**config.mk**
```make
export PLATFORM = sky130hd
export DESIGN_NAME = stream_round_robin_arbiter
export DESIGN_NICKNAME = d
export VERILOG_FILES = /design/src/rtl/stream_round_robin_arbiter.sv
export SDC_FILE = /design/constraint.sdc
export NUM_CORES = 1
export LEC_CHECK = 0
export BUFFER_PORTS_ARGS = -buffer_cell sky130_fd_sc_hd__buf_2
export CORE_MARGIN = 3
export CORE_UTILIZATION = 42
export DETAILED_ROUTE_END_ITERATION = 10
export PLACE_DENSITY = 0.72
export SLEW_MARGIN = 25
export SYNTH_ARGS = -nofsm -noshare
export SYNTH_HDL_FRONTEND = slang
export SYNTH_SLANG_ARGS = --single-unit
```
**constraint.sdc**
```tcl
create_clock -name clk -period 2.76 [get_ports clk]
set_clock_uncertainty 0.1 [all_clocks]
set_input_delay 0.138 -clock clk [delete_from_list [all_inputs] [get_ports clk]]
set_output_delay 0.138 -clock clk [all_outputs]
set_load 0.05 [all_outputs]
```
**src/rtl/stream_round_robin_arbiter.sv**
```systemverilog
// rtl/stream_round_robin_arbiter.sv - round-robin arbiter sharing one stb/ack output stream
//
// Grants one requester at a time in rotating order and forwards its words to a
// single output stream. A grant lasts for a whole message: it ends on an
// end-of-packet word, after MAX_BURST words, or after TIMEOUT idle cycles.
//
// Ports:
//   clk            sole clock, rising edge
//   rst            asynchronous active-low reset
//   input_in       requester data, port k at [k*WIDTH +: WIDTH]
//   input_in_stb   requester k has a valid word
//   input_in_ack   word from requester k accepted this cycle
//   output_out     arbitrated data (registered)
//   output_out_stb output word valid (registered)
//   output_out_ack sink accepts output word
//   grant          one-hot current owner, 0 when idle
//   busy           registered, high whenever the arbiter is not idle
module stream_round_robin_arbiter #(
    parameter int               N_PORTS   = 4,
    parameter int               WIDTH     = 32,
    parameter int               MAX_BURST = 16,
    parameter bit               EOP_EN    = 1'b1,
    parameter logic [WIDTH-1:0] EOP_VALUE = WIDTH'(32'h0000000A),
    parameter int               TIMEOUT   = 64
) (
    input  logic                     clk,
    input  logic                     rst,
    input  logic [N_PORTS*WIDTH-1:0] input_in,
    input  logic [N_PORTS-1:0]       input_in_stb,
    output logic [N_PORTS-1:0]       input_in_ack,
    output logic [WIDTH-1:0]         output_out,
    output logic                     output_out_stb,
    input  logic                     output_out_ack,
    output logic [N_PORTS-1:0]       grant,
    output logic                     busy
);

    localparam int PW = (N_PORTS > 1) ? $clog2(N_PORTS) : 1;
    localparam int IW = $clog2(TIMEOUT + 1);

    typedef enum logic [1:0] {IDLE, ACCEPT, SEND} state_t;

    state_t         state;
    logic [PW-1:0]  ptr;
    logic [PW-1:0]  owner;
    logic [15:0]    burst_cnt;
    logic [IW-1:0]  idle_cnt;

    logic           win_found;
    logic [PW-1:0]  win_idx;
    logic           owner_stb;
    logic [WIDTH-1:0] owner_data;
    logic [PW-1:0]  ptr_after;
    logic           eop_hit;
    logic           burst_hit;

    // Round-robin search: first requesting index at or above ptr, wrapping.
    always_comb begin
        win_found = 1'b0;
        win_idx   = '0;
        for (int i = 0; i < N_PORTS; i++) begin
            if (!win_found && input_in_stb[(int'(ptr) + i) % N_PORTS]) begin
                win_found = 1'b1;
                win_idx   = PW'((int'(ptr) + i) % N_PORTS);
            end
        end
    end

    assign owner_stb  = input_in_stb[owner];
    assign owner_data = input_in[int'(owner)*WIDTH +: WIDTH];
    assign ptr_after  = (owner == PW'(N_PORTS - 1)) ? '0 : owner + 1'b1;
    assign eop_hit    = EOP_EN && (output_out == EOP_VALUE);
    assign burst_hit  = (burst_cnt == 16'(MAX_BURST - 1));

    // Only the owner is acked, and only while a word can be taken.
    assign input_in_ack = (state == ACCEPT) ? grant : '0;

    always_ff @(posedge clk or negedge rst) begin
        if (!rst) begin
            state          <= IDLE;
            grant          <= '0;
            ptr            <= '0;
            owner          <= '0;
            output_out     <= '0;
            output_out_stb <= 1'b0;
            busy           <= 1'b0;
            burst_cnt      <= '0;
            idle_cnt       <= '0;
        end else begin
            case (state)
                IDLE: begin
                    if (win_found) begin
                        grant     <= {{(N_PORTS-1){1'b0}}, 1'b1} << win_idx;
                        owner     <= win_idx;
                        burst_cnt <= '0;
                        idle_cnt  <= '0;
                        busy      <= 1'b1;
                        state     <= ACCEPT;
                    end
                end
                ACCEPT: begin
                    if (owner_stb) begin
                        output_out     <= owner_data;
                        output_out_stb <= 1'b1;
                        idle_cnt       <= '0;
                        state          <= SEND;
                    end else if (idle_cnt == IW'(TIMEOUT - 1)) begin
                        // Owner went quiet: hand the stream to someone else.
                        state     <= IDLE;
                        grant     <= '0;
                        ptr       <= ptr_after;
                        burst_cnt <= '0;
                        idle_cnt  <= '0;
                        busy      <= 1'b0;
                    end else begin
                        idle_cnt <= idle_cnt + 1'b1;
                    end
                end
                SEND: begin
                    if (output_out_ack) begin
                        output_out_stb <= 1'b0;
                        if (eop_hit || burst_hit) begin
                            state     <= IDLE;
                            grant     <= '0;
                            ptr       <= ptr_after;
                            burst_cnt <= '0;
                            idle_cnt  <= '0;
                            busy      <= 1'b0;
                        end else begin
                            burst_cnt <= burst_cnt + 1'b1;
                            state     <= ACCEPT;
                        end
                    end
                end
                default: begin
                    state <= IDLE;
                end
            endcase
        end
    end

endmodule

```
==> results_tabular.tex <==
\begin{tabular}{lr}
\hline
Metric & Value \\
\hline
\multicolumn{2}{l}{\textbf{Clock tree}} \\
Max Buffers Root-to-Sink & 2 \\
CTS tree & yes \\
Worst-skew pair later-pin latency & about 0.35 ns \\
TritonCTS Sinks & 67 \\
Number of buffers inserted during clock tree synthesis & 9 \\
H-tree levels & 3 \\
Clock-pin transition on the worst setup and hold timing paths & roughly 0.08 ns \\
Clock tree root driver cell & clkbuf\_8 \\
Number of buffers inserted by post-CTS setup repair & 0 \\
\multicolumn{2}{l}{\textbf{Hold path}} \\
Worst hold stages & 4 \\
Hold WC Path Type & input port to flip-flop \\
Hold\_sp & output\_out\_ack \\
End point of the worst hold path & output\_out\_stb\$\_DFFE\_PN0P\_ \\
\multicolumn{2}{l}{\textbf{Placement}} \\
Number of input and output port buffers inserted & around 180 \\
DP Wirelength & around 9.4 mm \\
Global placer's final weighted congestion & 0.8535 \\
Post-Place Cell Area & roughly 5100 um\^{}2 \\
\multicolumn{2}{l}{\textbf{Global route}} \\
Via count of the first global-routing pass & between 3000 and 4000 \\
Gr ovfl total & 0 \\
Global-route wire length before repair & 18.98 mm \\
Pin count of the biggest net entering global routing & 37 \\
Global routing usage summed across all routing layers & 0.2143 \\
Initial antenna violation count & 0 \\
\multicolumn{2}{l}{\textbf{Drt}} \\
Count of antenna-violating nets left after detailed routing & 0 \\
Iteration-0 DRC count of the detailed router & between 200 and 300 \\
Remaining routing DRC violations & 0 \\
Drt pass-1 iters & 4 \\
Mean routed wirelength per cell & 18.06 um \\
Detailed-route vias per instance & about 5.6 \\
Final wirelength & between 10 and 15 mm \\
Vias post-DR & $\sim$3600 \\
\multicolumn{2}{l}{\textbf{Timing}} \\
Max-slew headroom at the worst pin & 0.4909 \\
Unrepaired setup endpoints after global routing & false \\
Setup total negative slack & 0 ns \\
Total of endpoints with negative setup slack in the final report & 0 \\
Clock period minus final worst setup slack & between 2 and 2.5 ns \\
Max Transition Viols Final & 0 \\
Measured slew at the worst slew-check pin & 0.7637 ns \\
Max frequency & approximately 410 MHz \\
Share of the clock period used by the worst path after layout & 0.8844 \\
Hold Vio Cnt, Final & 0 \\
\multicolumn{2}{l}{\textbf{Critical path}} \\
Family with the most delay on the worst path & simple AND/OR/NAND/NOR gates \\
Crit path largest cell delay & between 0.5 and 0.6 ns \\
Count of buffer and inverter cells on the critical path & 1 \\
List of cells traversed by the critical path & inv\_1 > ha\_1 > nor2b\_1 > a211oi\_1 > nand2\_4 > nor4\_1 > o21bai\_1 \\
Peak fanout along the critical path & 14 \\
Setup Crit Path Kind & flip-flop to flip-flop \\
Critical path launch point type & flip-flop \\
Data arrival time of the critical path & between 2 and 3 ns \\
Critical R2R Capture & burst\_cnt[13]\$\_DFFE\_PN0P\_ \\
Critical path endpoint category & flip-flop \\
Setup slack, reg-to-reg & between 0.3 and 0.4 ns \\
Cell with the largest stage delay on the worst path & a211oi\_1 \\
Source of the critical timing path & state[0]\$\_DFFE\_PN0P\_ \\
Critical path data required time & a little under 3 ns \\
Cell count of the worst reg-to-reg path & 7 \\
Source of the worst register-to-register timing path & state[0]\$\_DFFE\_PN0P\_ \\
\multicolumn{2}{l}{\textbf{Die}} \\
I/O pin cnt & around 180 \\
Core Box Area & roughly 9400 um\^{}2 \\
Initial cell density of the core & 0.4403 \\
Die outline width & between 100 and 150 um \\
Die area & 11100 um\^{}2 \\
Number of standard-cell rows in the floorplan & 35 \\
Overall die height & around 110 um \\
\multicolumn{2}{l}{\textbf{Yosys}} \\
Most instantiated library cell after synthesis & dfrtp\_1 \\
Post-Synthesis Cells & about 340 \\
Most frequent cells after synthesis & dfrtp\_1 (67), mux2\_2 (39), mux4\_2 (33) \\
Number of synthesized flops with an enable pin & 0 \\
Warnings from Yosys & 0 \\
Area contributors post-synth & dfrtp\_1 (40\%), mux4\_2 (18\%), mux2\_2 (11\%) \\
Synthesized Nets & $\sim$480 \\
Number of different library cells in the post-synthesis netlist & 54 \\
Synthesized area per cell & roughly 12 um\^{}2 \\
FF+latch count, synth & 67 \\
Post-synthesis instance area & $\sim$4100 um\^{}2 \\
Cell type contributing the most total cell area after synthesis & dfrtp\_1 \\
Leading register cell type out of synthesis & dfrtp\_1 \\
Sequential fraction of the synthesis area & 0.4045 \\
Proportion of synthesized flip-flops having asynchronous set or reset & 1.000 \\
Synth top area share & 0.4045 \\
\multicolumn{2}{l}{\textbf{Cells and area}} \\
Number of nets in the final layout & 656 \\
Combined flip-flop and latch cell area & about 1700 um\^{}2 \\
Fraction of final layout cells with drive strength greater than 1 & 0.5414 \\
Count of filler cells inserted in the layout & a little over 800 \\
Multi-input gate area & 2331 um\^{}2 \\
Area Overhead vs Synth & 29.43\% \\
Cell area after layout & 5365 um\^{}2 \\
Final antenna diode count & 0 \\
\multicolumn{2}{l}{\textbf{Flow run}} \\
Count of max-cap constraint violations & 0 \\
\multicolumn{2}{l}{\textbf{Power}} \\
Leakage & 2.517 nW \\
Power density of the placed cells & 1117 nW/um\^{}2 \\
PnR Total Power & 5.991 mW \\
Worst IR drop on VDD & roughly 0.00051 V \\
\multicolumn{2}{l}{\textbf{Outcome}} \\
Status & completed \\
\hline
\end{tabular}
kinds of logic after synthesis:
kind of cell             synth area share
buffers and inverters             0.03320
multiplexers                       0.2901
AND/OR/NAND/NOR                    0.1337
AO/OA/AOI/OAI                      0.1174
flip-flops                         0.4045
adder cells (fa/ha/maj)           0.02113
worst register-to-register path, cell delays in order, from the launching register on:
cell,delay [ns]
dfrtp_1,0.40
inv_1,0.08
ha_1,0.25
nor2b_1,0.18
a211oi_1,0.57
nand2_4,0.26
nor4_1,0.37
o21bai_1,0.17
report_power, final:
part | switching, mW | internal, mW | total (mW)
registers | 0.268 | 1.33 | 1.59
logic | 2.20 | 1.36 | 3.56
clock network | 0.370 | 0.465 | 0.835
layout by cell type (no fill, tap or decap), drive strengths merged, types with 8 or more instances in the layout:
cell type / n
buf: 181
dfrtp: 67
mux2: 39
mux4: 33
o21ai: 15
nand2: 14
inv: 13
nor4: 13
nor2: 12
clkbuf: 12
o31ai: 12
a21oi: 11
nand3: 10
nand4: 8
state kept, by name, summed over array words and instances, names as in the netlist:
| signal | count |
|---|---|
| output_out | 32 |
| burst_cnt | 16 |
| idle_cnt | 7 |
| grant | 4 |
| owner | 2 |
| ptr | 2 |
| state | 2 |
| busy | 1 |
| output_out_stb | 1 |
per-stage QoR:
stage / setup slack, ns / hold slack [ns] / std cells / utilization
after detailed placement: 0.3542 / 0.1457 / 631 / 0.5470
after global routing: 0.06889 / 0.05125 / 648 / 0.5698
final: 0.3190 / 0.01033 / 648 / 0.5698
after global placement: 0.4980 / 0.1336 / 631 / 0.5470
after CTS: 0.3335 / 0.006148 / 648 / 0.5698
after floorplan: 0.4525 / -0.2576 / 339 / -
timing repair:
item | CTS | global route
gates resized for setup | 0 | 0
hold buffers | 1 | 0
hold endpoints to repair | 31 | 0
how the worst max path moves through the flow:
| stage | to | cells past startpoint |
|---|---|---|
| 6_report | burst_cnt[13]$_DFFE_PN0P_ | 7 |
| 5_1_grt | burst_cnt[13]$_DFFE_PN0P_ | 7 |
| 4_1_cts | burst_cnt[13]$_DFFE_PN0P_ | 7 |
| 3_5_place_dp | burst_cnt[13]$_DFFE_PN0P_ | 7 |
| 3_3_place_gp | ptr[1]$_DFFE_PN0P_ | 6 |
| 2_1_floorplan | ptr[0]$_DFFE_PN0P_ | 5 |
layer usage:
metal / GRT usage / vias up / part of all wire
met5: 0 / - / 0
met4: 0.07591 / 0 / 0.020
met3: 0.03062 / 20 / 0.052
met2: 0.3734 / 135 / 0.54
met1: 0.2716 / 1770 / 0.39
li1: - / 1678 / -
area by class of cell:
| type | instances | share of cell area |
|---|---|---|
| timing repair buffer | 182 | 0.1754 |
| multi-input combinational | 241 | 0.4345 |
| sequential | 67 | 0.3127 |
| tap | 129 | 0.03008 |
| clock inverter | 4 | 0.009328 |
| inverter | 13 | 0.009095 |
| clock buffer | 12 | 0.02892 |
(Power assumes the default switching activity.)
